### config.mk
export PLATFORM = sky130hd
export DESIGN_NAME = cs_frame_ctrl_flat
export DESIGN_NICKNAME = d
export VERILOG_FILES = /design/src/rtl/cs_frame_if.sv /design/src/rtl/cs_frame_ctrl.sv /design/src/flat_wrapper.sv
export SDC_FILE = /design/constraint.sdc
export NUM_CORES = 1
export LEC_CHECK = 0
export CAP_MARGIN = 20
export CORE_ASPECT_RATIO = 1.1
export CORE_MARGIN = 2
export CORE_UTILIZATION = 40
export CTS_CLUSTER_DIAMETER = 80
export DETAILED_ROUTE_END_ITERATION = 12
export GPL_TIMING_DRIVEN = 0
export SLEW_MARGIN = 5
export SYNTH_ARGS = -nofsm -noshare
export SYNTH_HDL_FRONTEND = slang
export SYNTH_SLANG_ARGS = --single-unit
### constraint.sdc
create_clock -name clk -period 5.43 [get_ports clk]
set_input_delay 0.543 -clock clk [delete_from_list [all_inputs] [get_ports clk]]
set_output_delay 0.543 -clock clk [all_outputs]
set_load 0.03 [all_outputs]
### src/rtl/cs_frame_if.sv
// Bundle of the receiver, engine and transmitter signals around the frame buffer.
// master = peripheral side that drives strobes, slave = cs_frame_ctrl.
interface cs_frame_if #(
    parameter int DEPTH = 64
);
    localparam int AW = $clog2(DEPTH);

    logic          ssel;
    logic          rx_valid;
    logic [7:0]    rx_data;
    logic          proc_start;
    logic          proc_done;
    logic          eng_we;
    logic [AW-1:0] eng_addr;
    logic [7:0]    eng_wdata;
    logic [7:0]    eng_rdata;
    logic [7:0]    tx_data;
    logic          tx_load;
    logic          tx_sent;
    logic [2:0]    state_o;
    logic          frame_done;

    modport master (
        output ssel, rx_valid, rx_data, proc_done, eng_we, eng_addr, eng_wdata, tx_sent,
        input  proc_start, eng_rdata, tx_data, tx_load, state_o, frame_done
    );

    modport slave (
        input  ssel, rx_valid, rx_data, proc_done, eng_we, eng_addr, eng_wdata, tx_sent,
        output proc_start, eng_rdata, tx_data, tx_load, state_o, frame_done
    );
endinterface

### src/rtl/cs_frame_ctrl.sv
// SPI frame controller: load a frame into one byte buffer, hand it to the engine, send it back.
// Optional LOAD idle timeout is enabled by defining FRAME_TIMEOUT_EN.
//
// state | meaning
// IDLE  | waiting for ssel low, pointers cleared
// LOAD  | receiver owns buffer, rx bytes written at wptr
// PROC  | engine owns buffer, waiting for proc_done
// SEND  | transmitter reads buffer at rptr, one tx_load per byte
// DONE  | frame_done pulse, back to IDLE
module cs_frame_ctrl #(
    parameter int DEPTH          = 64,
    parameter int TIMEOUT_CYCLES = 1024
) (
    input  logic     clk,
    input  logic     rst,
    cs_frame_if.slave bus
);
    localparam int AW = $clog2(DEPTH);
    localparam int PW = AW + 1;
    localparam logic [PW-1:0] LAST = PW'(DEPTH - 1);

    if (DEPTH < 2 || DEPTH > 256 || (DEPTH & (DEPTH - 1)) != 0) begin : g_bad_depth
        $error("cs_frame_ctrl: DEPTH must be a power of two in 2..256");
    end
    if (TIMEOUT_CYCLES < 1) begin : g_bad_timeout
        $error("cs_frame_ctrl: TIMEOUT_CYCLES must be at least 1");
    end

    typedef enum logic [2:0] {
        IDLE = 3'd0,
        LOAD = 3'd1,
        PROC = 3'd2,
        SEND = 3'd3,
        DONE = 3'd4
    } state_t;

    state_t        state, state_nxt;
    logic [PW-1:0] wptr, wptr_nxt;
    logic [PW-1:0] rptr, rptr_nxt;
    logic          proc_start_q, proc_start_nxt;
    logic          tx_load_q, tx_load_nxt;
    logic          buf_we;
    logic [AW-1:0] buf_addr;
    logic [7:0]    buf_wdata;
    logic          tmo_hit;
    logic [7:0]    mem [DEPTH];

`ifdef FRAME_TIMEOUT_EN
    localparam int TW = $clog2(TIMEOUT_CYCLES + 1);
    localparam logic [TW-1:0] TMO_LOAD = TW'(TIMEOUT_CYCLES - 1);
    logic [TW-1:0] tmo_cnt;

    // Down-counter reloads on every byte; terminal count with no byte this cycle aborts.
    always_ff @(posedge clk) begin
        if (rst) begin
            tmo_cnt <= TMO_LOAD;
        end else if (state != LOAD || bus.rx_valid) begin
            tmo_cnt <= TMO_LOAD;
        end else if (tmo_cnt != '0) begin
            tmo_cnt <= tmo_cnt - TW'(1);
        end
    end

    assign tmo_hit = (state == LOAD) && !bus.rx_valid && (tmo_cnt == '0);
`else
    assign tmo_hit = 1'b0;
`endif

    always_ff @(posedge clk) begin
        if (rst) begin
            state        <= IDLE;
            wptr         <= '0;
            rptr         <= '0;
            proc_start_q <= 1'b0;
            tx_load_q    <= 1'b0;
        end else begin
            state        <= state_nxt;
            wptr         <= wptr_nxt;
            rptr         <= rptr_nxt;
            proc_start_q <= proc_start_nxt;
            tx_load_q    <= tx_load_nxt;
        end
    end

    always_comb begin
        state_nxt      = state;
        wptr_nxt       = wptr;
        rptr_nxt       = rptr;
        proc_start_nxt = 1'b0;
        tx_load_nxt    = 1'b0;
        buf_we         = 1'b0;
        buf_addr       = wptr[AW-1:0];
        buf_wdata      = bus.rx_data;
        unique case (state)
            IDLE: begin
                if (!bus.ssel) begin
                    state_nxt = LOAD;
                    wptr_nxt  = '0;
                    rptr_nxt  = '0;
                end
            end
            LOAD: begin
                if (bus.ssel || tmo_hit) begin
                    state_nxt = IDLE;
                    wptr_nxt  = '0;
                    rptr_nxt  = '0;
                end else if (bus.rx_valid) begin
                    buf_we   = 1'b1;
                    wptr_nxt = wptr + PW'(1);
                    if (wptr == LAST) begin
                        state_nxt      = PROC;
                        proc_start_nxt = 1'b1;
                    end
                end
            end
            PROC: begin
                buf_we    = bus.eng_we;
                buf_addr  = bus.eng_addr;
                buf_wdata = bus.eng_wdata;
                if (bus.proc_done) begin
                    state_nxt   = SEND;
                    rptr_nxt    = '0;
                    tx_load_nxt = 1'b1;
                end
            end
            SEND: begin
                if (bus.ssel) begin
                    state_nxt = IDLE;
                    wptr_nxt  = '0;
                    rptr_nxt  = '0;
                end else if (bus.tx_sent) begin
                    rptr_nxt = rptr + PW'(1);
                    if (rptr == LAST) begin
                        state_nxt = DONE;
                    end else begin
                        tx_load_nxt = 1'b1;
                    end
                end
            end
            DONE: begin
                state_nxt = IDLE;
                wptr_nxt  = '0;
                rptr_nxt  = '0;
            end
            default: begin
                state_nxt = IDLE;
            end
        endcase
    end

    // Buffer is not reset, but a write coinciding with rst is dropped.
    always_ff @(posedge clk) begin
        if (!rst && buf_we) begin
            mem[buf_addr] <= buf_wdata;
        end
    end

    assign bus.proc_start = proc_start_q;
    assign bus.tx_load    = tx_load_q;
    assign bus.frame_done = (state == DONE);
    assign bus.state_o    = state;
    assign bus.tx_data    = mem[rptr[AW-1:0]];
    assign bus.eng_rdata  = mem[bus.eng_addr];
endmodule

### src/flat_wrapper.sv
// flat-port wrapper written by rule: the top's interface ports become plain ports
module cs_frame_ctrl_flat 
#(
    parameter int DEPTH          = 64,
    parameter int TIMEOUT_CYCLES = 1024
)
  (clk, rst, bus_ssel, bus_rx_valid, bus_rx_data, bus_proc_done, bus_eng_we, bus_eng_addr, bus_eng_wdata, bus_tx_sent, bus_proc_start, bus_eng_rdata, bus_tx_data, bus_tx_load, bus_state_o, bus_frame_done);
  cs_frame_if #(.DEPTH(DEPTH)) bus_i ();
  input  logic clk;
  input  logic rst;
  input wire logic [$bits(bus_i.ssel)-1:0] bus_ssel;
  input wire logic [$bits(bus_i.rx_valid)-1:0] bus_rx_valid;
  input wire logic [$bits(bus_i.rx_data)-1:0] bus_rx_data;
  input wire logic [$bits(bus_i.proc_done)-1:0] bus_proc_done;
  input wire logic [$bits(bus_i.eng_we)-1:0] bus_eng_we;
  input wire logic [$bits(bus_i.eng_addr)-1:0] bus_eng_addr;
  input wire logic [$bits(bus_i.eng_wdata)-1:0] bus_eng_wdata;
  input wire logic [$bits(bus_i.tx_sent)-1:0] bus_tx_sent;
  output wire logic [$bits(bus_i.proc_start)-1:0] bus_proc_start;
  output wire logic [$bits(bus_i.eng_rdata)-1:0] bus_eng_rdata;
  output wire logic [$bits(bus_i.tx_data)-1:0] bus_tx_data;
  output wire logic [$bits(bus_i.tx_load)-1:0] bus_tx_load;
  output wire logic [$bits(bus_i.state_o)-1:0] bus_state_o;
  output wire logic [$bits(bus_i.frame_done)-1:0] bus_frame_done;
  assign bus_i.ssel = bus_ssel;
  assign bus_i.rx_valid = bus_rx_valid;
  assign bus_i.rx_data = bus_rx_data;
  assign bus_i.proc_done = bus_proc_done;
  assign bus_i.eng_we = bus_eng_we;
  assign bus_i.eng_addr = bus_eng_addr;
  assign bus_i.eng_wdata = bus_eng_wdata;
  assign bus_i.tx_sent = bus_tx_sent;
  assign bus_proc_start = bus_i.proc_start;
  assign bus_eng_rdata = bus_i.eng_rdata;
  assign bus_tx_data = bus_i.tx_data;
  assign bus_tx_load = bus_i.tx_load;
  assign bus_state_o = bus_i.state_o;
  assign bus_frame_done = bus_i.frame_done;
  cs_frame_ctrl #(.DEPTH(DEPTH), .TIMEOUT_CYCLES(TIMEOUT_CYCLES)) u_core (.clk(clk), .rst(rst), .bus(bus_i));
endmodule
==> results by stage <==
Die:
- After floorplanning, the core was divided into 96 placement rows.
- The standard cell core area is 62200 µm².
- The die is 243 µm wide.
- The die height is 267 µm.
- The initial utilization of the core area, before any placement, comes to between 40% and 50%.
- The die area is 64700 µm².
- The number of I/O pins is 51.

STA:
- At the pin with the least slew margin, the transition time is roughly 1.2 ns.
- The total of endpoints with negative setup slack in the final report is 1.
- The least setup slack across all paths after layout is -0.0259 ns.
- The final critical-path share of the clock period is 100%.
- Based on the critical path, the design can be clocked at up to 0.183 GHz.
- Across all hold checks on the routed design, the worst slack comes to between 0.4 and 0.5 ns.
- The final number of hold-violating endpoints came to 0.
- The clock arrives with approximately 0.032 ns of skew.
- Setup repair after global routing left no endpoint under its margin.
- The final max-slew violation count came to 0.
- The minimum clock period is between 5 and 6 ns.
- In this run the tightest slew margin relative to its limit is 19.5%.

Worst setup path:
- The start point of the critical path is bus_eng_addr[2].
- The setup check on the worst reg-to-reg path leaves a slack of 1.46 ns.
- The origin of the critical flop-to-flop path is u_core.bus.state_o[1]$_SDFFE_PP0P_.
- The cell family contributing the most delay on the critical path is buffers and inverters.
- STA puts the critical path data required time at 4.89 ns.
- The endpoint identified for the worst register-to-register timing path is u_core.mem[32][4]$_DFFE_PP_.
- The signal on the critical path passes through clkdlybuf4s50_1 -> clkbuf_1 -> nand2b_1 -> clkbuf_1 -> o22ai_1 -> nor4_1 -> mux2_2 -> clkdlybuf4s50_1.
- The most critical setup path has its endpoint at bus_eng_rdata[1].
- The number of buffers and inverters on the critical path is 4.
- The maximum fanout along the worst path is 10.
- By startpoint and endpoint, the worst setup path is classified as input pin to output pin.
- The number of logic stages on the critical path including buffering is 8.
- The longest individual stage delay on the worst path is 0.80 ns.
- Data arrives at the worst endpoint at 4.91 ns.
- The number of cells on the worst reg-to-reg path is 5.
- The kind of start point of the critical path is an input pin.
- The worst setup path is captured at an output pin.
- The critical path's slowest cell is nor4_1.

Route:
- In the routed design, unresolved DRC markers number 0.
- After detailed routing, the average wire length per cell comes to about 36 µm.
- The average via count per standard cell is 6.52.
- Once detail routing completed, the nets flagged for antenna violations numbered 0.
- The number of iterations in the first detailed-routing pass is 5.
- In this run, the number of DRC markers left after iteration 0 of detailed routing was 2014.
- The routed wire length is 84600 µm.
- The total number of vias is between 15000 and 20000.

Pwr:
- Of the total power, combinational logic draws 16.5%.
- For this design the static power due to leakage is 8.42 nW.
- After layout, the design draws a total of 9.89 mW.
- The portion of total power attributed to sequential cells is about 47%.
- The switching power summed over all nets is between 2 and 3 mW.
- Of the total power, the share spent switching nets is 26.5%.
- The internal power is 7.27 mW.
- The power per cell area is 348 nW/µm².
- VDD sags by at most 0.255 mV.
- Per report_power, the clock group accounts for between 30% and 40% of the total.

Clock tree:
- The tree built by TritonCTS fans out to ~540 sinks.
- Buffers added to address setup during post-CTS repair amount to 0.
- The number of H-tree branching levels is 2.
- The maximum clock insertion buffer count is 3.
- The clock reaches the later pin of the worst-skew pair after 0.62 ns.
- The number of buffers created by CTS is 53.
- TritonCTS built the clock tree.
- The buffer cell driving the clock tree root is clkbuf_16.
- After clock tree synthesis, the clock-pin slew on the worst setup and hold paths is 0.06 ns.

Placed design:
- The count of buffers added on input and output ports is 45.
- Summed over all nets, the half-perimeter wirelength after detailed placement is 61000 µm.
- The final RePlAce weighted congestion is approximately 1.0.

Synthesis:
- Counting instances in the post-synthesis netlist gives the leading cell types as edfxtp_1, mux4_2, nor2_1.
- The number of register bits inferred by synthesis is 537.
- The biggest area contributor in the post-synthesis netlist is edfxtp_1.
- For this run, the register share of the synthesized area comes to between 60 and 70%.
- The number of nets in the synthesized netlist is 1410.
- A synthesized cell averages approximately 18 µm².
- Yosys attributes the largest share of cell area to edfxtp_1, mux4_2, o22ai_1, dfxtp_1, nor2_1.
- In the synthesized netlist, the number of instances is 1379.
- The number of enable flip-flop cells after synthesis is 512.
- Among all cell types in the netlist, the one instantiated most often is edfxtp_1.
- Among all flip-flop cells after synthesis, the most frequent one is edfxtp_1.
- Summing every instance area after synthesis gives 25100 µm².
- Counting distinct cell types in the post-synthesis netlist gives 59.
- The count of yosys warnings during synthesis is 0.
- The share of flip-flops with an asynchronous set or reset after synthesis is 0%.
- The proportion of netlist area held by the largest area contributor is 61.3%.

GRT:
- The via count of the first global-routing pass is roughly 15000.
- The pin count of the biggest net entering global routing is 49.
- For this run the aggregate overflow at the end of global routing stands at 0.
- The first global-routing pass estimated about 120000 µm of wire.
- The number of antenna violations at the first check in global routing is 2.
- The global-route usage over all layers is 26.3%.

Flow run:
- The max-cap violation count is 0.

Status:
- The flow ran to the end, but the final reports show violations.
- The final reports fail on setup timing.

Cells and area:
- From synthesis to final layout, the design area changed by 13.5%.
- Of the cells placed in the final design, the portion with a size suffix greater than 1 is 27.0%.
- The number of nets in the finished design is 1522.
- The layout filler cell count is approximately 5500.

Worst hold path:
- The worst hold path belongs to the class register to register.
==> tightest hold or removal path, cell delays in order (launching register included) <==
cell,delay (ns)
dfxtp_1,0.32
o31ai_1,0.06
a21oi_1,0.06
==> metal layers <==
metal	global-route usage [%]	part of all wire, %	wire, µm	vias up
met3	6.48	10	8720	191
met2	41.4	46	39300	961
met5	0	0	0	-
met4	12.8	5.6	4720	0
met1	34.3	38	31900	8167
li1	-	-	-	6110
==> cell type report <==
class	count	area, µm²	area share, %
sequential	537	15900	55.8
multi-input combinational	735	8660	30.5
clock buffer	66	1420	4.98
tap	833	1040	3.66
timing repair buffer	57	663	2.33
buffer	100	515	1.81
clock inverter	29	236	0.831
inverter	7	26.3	0.0924
antenna	2	5.00	0.0176
==> worst min path at each step <==
stage,from,endpoint,slack [ns],cells after the start
finish,u_core.rptr[6]$_SDFFE_PP0P_,u_core.rptr[6]$_SDFFE_PP0P_,0.48,2
detailed placement,u_core.rptr[6]$_SDFFE_PP0P_,u_core.rptr[6]$_SDFFE_PP0P_,0.48,2
floorplan,u_core.wptr[6]$_SDFFE_PP0P_,u_core.bus.proc_start$_SDFF_PP0_,0.44,1
CTS,u_core.rptr[6]$_SDFFE_PP0P_,u_core.rptr[6]$_SDFFE_PP0P_,0.49,2
global placement,u_core.rptr[6]$_SDFFE_PP0P_,u_core.rptr[6]$_SDFFE_PP0P_,0.47,2
global route,u_core.rptr[5]$_SDFFE_PP0P_,u_core.rptr[5]$_SDFFE_PP0P_,0.53,2
==> timing repair <==
item	CTS	global route
resized for setup	0	1
endpoints found under the setup margin	0	1
hold buffers	0	0
==> power groups by stage <==
| stage | clock network [mW] | logic, mW | registers (mW) |
|---|---|---|---|
| 2_1_floorplan | 0 | 0.958 | 4.76 |
| 4_1_cts | 3.62 | 1.60 | 4.67 |
| 6_report | 3.59 | 1.63 | 4.67 |
| 3_3_place_gp | 0 | 1.55 | 4.76 |
| 3_5_place_dp | 0 | 1.60 | 4.76 |
| 5_1_grt | 3.76 | 1.68 | 4.67 |
==> cells in the final DEF (no fill, tap or decap), types with 11 or more instances in the layout <==
master / synthesis / routed
nor2_1: 92 / 92
nor3_1: 15 / 15
dfxtp_1: 25 / 25
or3_1: 11 / 11
nor4_1: 16 / 15
nor2b_1: 15 / 15
mux2i_1: 29 / 29
clkbuf_16: 0 / 55
o22ai_1: 85 / 85
clkdlybuf4s50_1: 0 / 45
buf_2: 29 / 29
nand2_1: 37 / 37
edfxtp_1: 512 / 512
buf_4: 17 / 17
clkbuf_1: 43 / 53
o21ai_0: 11 / 11
a21oi_1: 25 / 25
mux4_2: 246 / 246
nand3_1: 16 / 16
clkinv_1: 1 / 11
mux2_2: 17 / 17
==> metrics by stage <==
step | util, % | area (µm²) | instances | worst slack [ns] | TNS (ns)
6_report | 45.7 | 28400 | 2366 | -0.0259 | -0.0259
3_3_place_gp | 42.7 | 26600 | 2257 | 0.130 | 0
5_1_grt | 45.7 | 28400 | 2364 | 0.0586 | 0
2_1_floorplan | - | 25100 | 1379 | 2.80 | 0
4_1_cts | 45.7 | 28400 | 2363 | 0.0747 | 0
3_5_place_dp | 43.0 | 26800 | 2268 | 0.0825 | 0
==> sequential cells by signal, summed over array words and instances, names as in the netlist, named ones only <==
register               flops
u_core.mem               512
u_core.bus.proc_start      1
u_core.bus.state_o         3
u_core.rptr                7
u_core.wptr                7
u_core.bus.tx_load         1
==> cell families after synthesis <==
group,share of synthesized area (%)
buffers and inverters,2.16
multiplexers,24.4
flip-flops,63.3
XOR/XNOR,0.245
adder cells (fa/ha/maj),0.0998
AO/OA/AOI/OAI,4.84
AND/OR/NAND/NOR,4.89
Note: power is estimated with default switching activity, not from simulation.
